$ cat config.mk
export PLATFORM = sky130hd
export DESIGN_NAME = vga_timing_gen
export DESIGN_NICKNAME = d
export VERILOG_FILES = /design/src/rtl/vga_timing_pkg.sv /design/src/rtl/vga_axis_counter.sv /design/src/rtl/vga_timing_gen.sv
export SDC_FILE = /design/constraint.sdc
export NUM_CORES = 1
export LEC_CHECK = 0
export BUFFER_PORTS_ARGS = -buffer_cell sky130_fd_sc_hd__clkbuf_2
export CORE_MARGIN = 1
export CORE_UTILIZATION = 49
export DETAILED_ROUTE_END_ITERATION = 10
export PLACE_DENSITY = 0.76
export SETUP_SLACK_MARGIN = 0.05
export SYNTH_ARGS = -nofsm -noshare
export SYNTH_HDL_FRONTEND = slang
export SYNTH_SLANG_ARGS = --single-unit
$ cat constraint.sdc
create_clock -name clkin -period 2.3 [get_ports clkin]
set_clock_uncertainty 0.05 [all_clocks]
set_input_delay 0.115 -clock clkin [delete_from_list [all_inputs] [get_ports clkin]]
set_output_delay 0.115 -clock clkin [all_outputs]
set_load 0.01 [all_outputs]
$ cat src/rtl/vga_timing_pkg.sv
// rtl/vga_timing_pkg.sv - default 640x480@60 timing constants and sync-window helpers
package vga_timing_pkg;

    localparam int DEF_H_ACTIVE = 640;
    localparam int DEF_H_FP     = 16;
    localparam int DEF_H_SYNC   = 96;
    localparam int DEF_H_BP     = 48;
    localparam int DEF_V_ACTIVE = 480;
    localparam int DEF_V_FP     = 10;
    localparam int DEF_V_SYNC   = 2;
    localparam int DEF_V_BP     = 33;

    typedef struct packed {
        logic [31:0] lo;
        logic [31:0] hi;
    } sync_win_t;

    function automatic int timing_total(input int act, input int fp, input int sync, input int bp);
        return act + fp + sync + bp;
    endfunction

    // Sync pulse occupies the slots directly after the front porch, bounds inclusive.
    function automatic sync_win_t sync_window(input int act, input int fp, input int sync);
        sync_win_t w;
        w.lo = 32'(act + fp);
        w.hi = 32'(act + fp + sync - 1);
        return w;
    endfunction

endpackage

$ cat src/rtl/vga_axis_counter.sv
// rtl/vga_axis_counter.sv - enable-gated wrap counter with inclusive window decode of its next value
module vga_axis_counter #(
    parameter int MAX    = 799,
    parameter int CW     = 16,
    parameter int WIN_LO = 0,
    parameter int WIN_HI = 0
) (
    input  logic          clk,
    input  logic          reset,
    input  logic          en,
    output logic [CW-1:0] cnt,
    output logic [CW-1:0] nxt,
    output logic          wrap,
    output logic          win_nxt
);

    localparam logic [CW-1:0] MAX_C = CW'(MAX);
    localparam logic [CW-1:0] LO_C  = CW'(WIN_LO);
    localparam logic [CW-1:0] HI_C  = CW'(WIN_HI);

    always_comb begin
        wrap    = en && (cnt == MAX_C);
        nxt     = cnt;
        if (en) begin
            nxt = wrap ? '0 : cnt + CW'(1);
        end
        win_nxt = (nxt >= LO_C) && (nxt <= HI_C);
    end

    // Reset parks on MAX so the first enable lands on 0.
    always_ff @(posedge clk) begin
        if (reset) begin
            cnt <= MAX_C;
        end else begin
            cnt <= nxt;
        end
    end

endmodule

$ cat src/rtl/vga_timing_gen.sv
// rtl/vga_timing_gen.sv - raster timing generator; VGA_TIMING_FRAME_CNT_EN enables the frame counter
module vga_timing_gen
    import vga_timing_pkg::*;
#(
    parameter int   H_ACTIVE = DEF_H_ACTIVE,
    parameter int   H_FP     = DEF_H_FP,
    parameter int   H_SYNC   = DEF_H_SYNC,
    parameter int   H_BP     = DEF_H_BP,
    parameter int   V_ACTIVE = DEF_V_ACTIVE,
    parameter int   V_FP     = DEF_V_FP,
    parameter int   V_SYNC   = DEF_V_SYNC,
    parameter int   V_BP     = DEF_V_BP,
    parameter logic SYNC_POL = 1'b0,
    parameter int   CW       = 16,
    parameter int   FCW      = 8
) (
    input  logic           clkin,
    input  logic           reset,
    input  logic           pix_en,
    output logic [CW-1:0]  H,
    output logic [CW-1:0]  V,
    output logic           hsync,
    output logic           vsync,
    output logic           active,
    output logic           line_start,
    output logic           frame_start,
    output logic [FCW-1:0] frame_cnt
);

    localparam int        H_TOTAL = timing_total(H_ACTIVE, H_FP, H_SYNC, H_BP);
    localparam int        V_TOTAL = timing_total(V_ACTIVE, V_FP, V_SYNC, V_BP);
    localparam sync_win_t H_WIN   = sync_window(H_ACTIVE, H_FP, H_SYNC);
    localparam sync_win_t V_WIN   = sync_window(V_ACTIVE, V_FP, V_SYNC);
    localparam logic [CW-1:0] H_ACT_C = CW'(H_ACTIVE);
    localparam logic [CW-1:0] V_ACT_C = CW'(V_ACTIVE);

    if (H_TOTAL > 2**CW || V_TOTAL > 2**CW ||
        H_ACTIVE == 0 || H_FP == 0 || H_SYNC == 0 || H_BP == 0 ||
        V_ACTIVE == 0 || V_FP == 0 || V_SYNC == 0 || V_BP == 0) begin : g_bad_params
        $error("vga_timing_gen: invalid timing parameters");
    end

    logic [CW-1:0] h_nxt, v_nxt;
    logic          h_wrap, v_wrap, h_win, v_win;

    vga_axis_counter #(
        .MAX(H_TOTAL - 1), .CW(CW), .WIN_LO(int'(H_WIN.lo)), .WIN_HI(int'(H_WIN.hi))
    ) u_h_axis (
        .clk(clkin), .reset(reset), .en(pix_en),
        .cnt(H), .nxt(h_nxt), .wrap(h_wrap), .win_nxt(h_win)
    );

    vga_axis_counter #(
        .MAX(V_TOTAL - 1), .CW(CW), .WIN_LO(int'(V_WIN.lo)), .WIN_HI(int'(V_WIN.hi))
    ) u_v_axis (
        .clk(clkin), .reset(reset), .en(pix_en & h_wrap),
        .cnt(V), .nxt(v_nxt), .wrap(v_wrap), .win_nxt(v_win)
    );

    // Decoded from next-state H/V so the flags line up with the H/V they describe.
    always_ff @(posedge clkin) begin
        if (reset) begin
            hsync       <= ~SYNC_POL;
            vsync       <= ~SYNC_POL;
            active      <= 1'b0;
            line_start  <= 1'b0;
            frame_start <= 1'b0;
        end else if (pix_en) begin
            hsync       <= h_win ? SYNC_POL : ~SYNC_POL;
            vsync       <= v_win ? SYNC_POL : ~SYNC_POL;
            active      <= (h_nxt < H_ACT_C) && (v_nxt < V_ACT_C);
            line_start  <= h_wrap;
            frame_start <= v_wrap;
        end else begin
            line_start  <= 1'b0;
            frame_start <= 1'b0;
        end
    end

`ifdef VGA_TIMING_FRAME_CNT_EN
    logic [FCW-1:0] frame_cnt_q;

    always_ff @(posedge clkin) begin
        if (reset) begin
            frame_cnt_q <= '0;
        end else if (v_wrap) begin
            frame_cnt_q <= frame_cnt_q + FCW'(1);
        end
    end

    assign frame_cnt = frame_cnt_q;
`else
    assign frame_cnt = '0;
`endif

endmodule

==> impl_metrics.tcl <==
set metrics [dict create \
    slew_violations 0 \
    path_clk_slew_ns 0.08 \
    r2r-end "vsync" \
    max_cap_violations 0 \
    arrival_ns 2.48 \
    yosys.cell_types.count 57 \
    place_congestion 0.873 \
    route.detailed.drc 0 \
    synthCells 279 \
    grt_pass1_wl_um 9810 \
    period_needed_ns 2.34 \
    yosysSeqAreaShare_pct 32.3 \
    p_leak_nw 1.33 \
    postCtsHoldBufs 0 \
    status "finished, violations left" \
    clk_latency_ns 0.30 \
    r2r-start "u_h_axis.cnt[1]" \
    num_rows 24 \
    die_y_um 70.4 \
    finalSetupTns_ns -0.0358 \
    r2r_slack_ns -0.04 \
    cts_root_buf "clkbuf_8" \
    critPathLaunch "u_h_axis.cnt[1]" \
    hold_start "reset" \
    clock_sinks 37 \
    cp-end-kind "register" \
    cts_buffers 5 \
    tightest_slew_ns 0.488 \
    wire_per_inst_um 14.7 \
    vias_per_cell 5.65 \
    setup_viol 1 \
    tritoncts "built" \
    drive_above_1_share_pct 35.4 \
    violations "negative setup slack" \
    critPathKind "register to register" \
    ys_seq_elements 37 \
    synthToLayoutAreaGrowth_pct 29.8 \
    synth_ff_type "dfxtp_1" \
    cp.required_ns 2.44 \
    crit_fanout 4 \
    grt_pass1_vias 2108 \
    n_antenna_cell 0 \
    vias 2322 \
    rsz0062_at_grt "yes" \
    async_flop_share_pct 0 \
    clock_path_buffers 2 \
    reg2reg_depth 7 \
    post-place-ws_ns -0.141 \
    fin_crit_sh_pct 102 \
    dr.pass1.iters 4 \
    power_density_nw_per_um2 564 \
    antenna_found_initial 0 \
    start_util_pct 52.0 \
    slew_headroom_pct 67.2 \
    grt-ovfl-total 0 \
    cts.htree.levels 2 \
    grt_max_degree 28 \
    portBuffers 39 \
    ys_warn_count 0 \
    syn_avg_cell_area_um2 8.22 \
    synthesis.area_um2 2290 \
    track_usage_pct 25.1 \
    synth_edf_count 0 \
    core-area_um2 4410 \
    routed_wl_um 6040 \
    ir_drop_uv 461 \
    dr.first_iter.drc_count 144 \
    layout.nets 364 \
    clock.fmax_mhz 428 \
    min_path_type "primary input to register" \
    start_kind "register" \
    io_pins 48 \
    fp.dieW_um 70.4 \
    setup_ws_ns -0.0358 \
    hold_viol 0 \
    cp-endpoint "vsync" \
    antenna_left 0 \
    fp.dieArea_um2 4960 \
    place_hpwl_um 4540 \
]
## power breakdown
part / switching, mW / total (mW) / leakage, nW / internal (mW)
clock network: 0.244 / 0.453 / 0.0439 / 0.209
logic: 0.295 / 0.528 / 0.984 / 0.233
registers: 0.0245 / 0.700 / 0.302 / 0.676
## layer usage
layer | up-vias | global-route usage [%] | routed length [um] | part of all wire, %
li1 | 1143 | - | - | -
met1 | 1105 | 30.2 | 2600 | 43
met2 | 68 | 44.6 | 3110 | 51
met4 | 0 | 7.78 | 60 | 0.99
met5 | - | 0 | 0 | 0
met3 | 6 | 4.76 | 275 | 4.6
## cell families after synthesis
group / synth area share (%)
and+or+nand+nor: 34.8
AOI/OAI and AO/OA: 12.4
DFF: 32.3
buffers and inverters: 7.42
xor gates and xnor gates: 9.16
muxes: 2.18
adders and majority gates: 1.64
other: 0.163
## cell usage after synthesis, types with 5 or more instances
cell / number / share of area [%]
o21ai_0: 5 / 1.1
xnor2_1: 13 / 5.0
or3_1: 6 / 1.6
nor2_1: 25 / 4.1
nand2_1: 21 / 3.4
inv_1: 8 / 1.3
xor2_1: 11 / 4.2
and3_1: 5 / 1.4
buf_4: 8 / 2.6
nor3_1: 11 / 2.4
nand4_1: 14 / 3.8
mux2i_1: 5 / 2.2
nor4_1: 10 / 2.7
nand3_1: 14 / 3.1
or2_2: 5 / 1.4
a21oi_1: 12 / 2.6
clkbuf_1: 14 / 2.3
dfxtp_1: 37 / 32
## what timing repair did
item	in CTS	in global routing
pin swaps	3	4
setup buffers	2	3
gates resized for setup	3	3
hold endpoints to repair	0	0
setup endpoints to repair	5	6
## per-stage QoR
stage | hold slack, ns | cell area, um^2 | cells | power (mW) | util (%)
global placement | 0.425 | 2830 | 398 | 1.20 | 64.2
finish | 0.150 | 2980 | 411 | 1.68 | 67.5
floorplan | 0.369 | 2380 | 286 | 1.04 | -
detailed placement | 0.419 | 2830 | 398 | 1.21 | 64.2
CTS | 0.148 | 2940 | 408 | 1.67 | 66.6
global route | 0.183 | 2980 | 411 | 1.76 | 67.5
## cells in the final DEF, fill, tap and decap left out, types with 11 or more instances in the layout
cell,n
a21oi_1,12
buf_4,49
nand3_1,14
nand2_1,21
xnor2_1,13
nand4_1,14
clkbuf_2,39
xor2_1,11
nor2_1,25
dfxtp_1,33
## flip-flops by register name, summed over array words and instances, names as in the netlist
register      flops
u_h_axis.cnt     16
u_v_axis.cnt     16
active            1
frame_start       1
hsync             1
line_start        1
vsync             1
## final cells by class
cell class	count	area [um^2]
clock buffers	5	68.8
clock inverters	3	17.5
fillers	395	1440
inverters	8	30.0
multi-input cells	216	1460
flip-flops and latches	37	751
well taps	52	65.1
repair buffers	90	586
## worst max-delay path, stage by stage, from the launching register on
cell      delay, ns
dfxtp_4        0.36
ha_4           0.13
or4b_4         0.48
or4_4          0.47
a211oi_2       0.16
o211ai_1       0.14
a211o_1        0.26
o32a_2         0.18
## worst min path at each step
stage               slack, ns          end  cells past startpoint
floorplan                0.37  frame_start                      0
global placement         0.42       active                      2
detailed placement       0.42       active                      2
CTS                      0.15  frame_start                      3
global route             0.18   line_start                      3
finish                   0.15  frame_start                      3
Note: power is estimated with default switching activity, not from simulation.
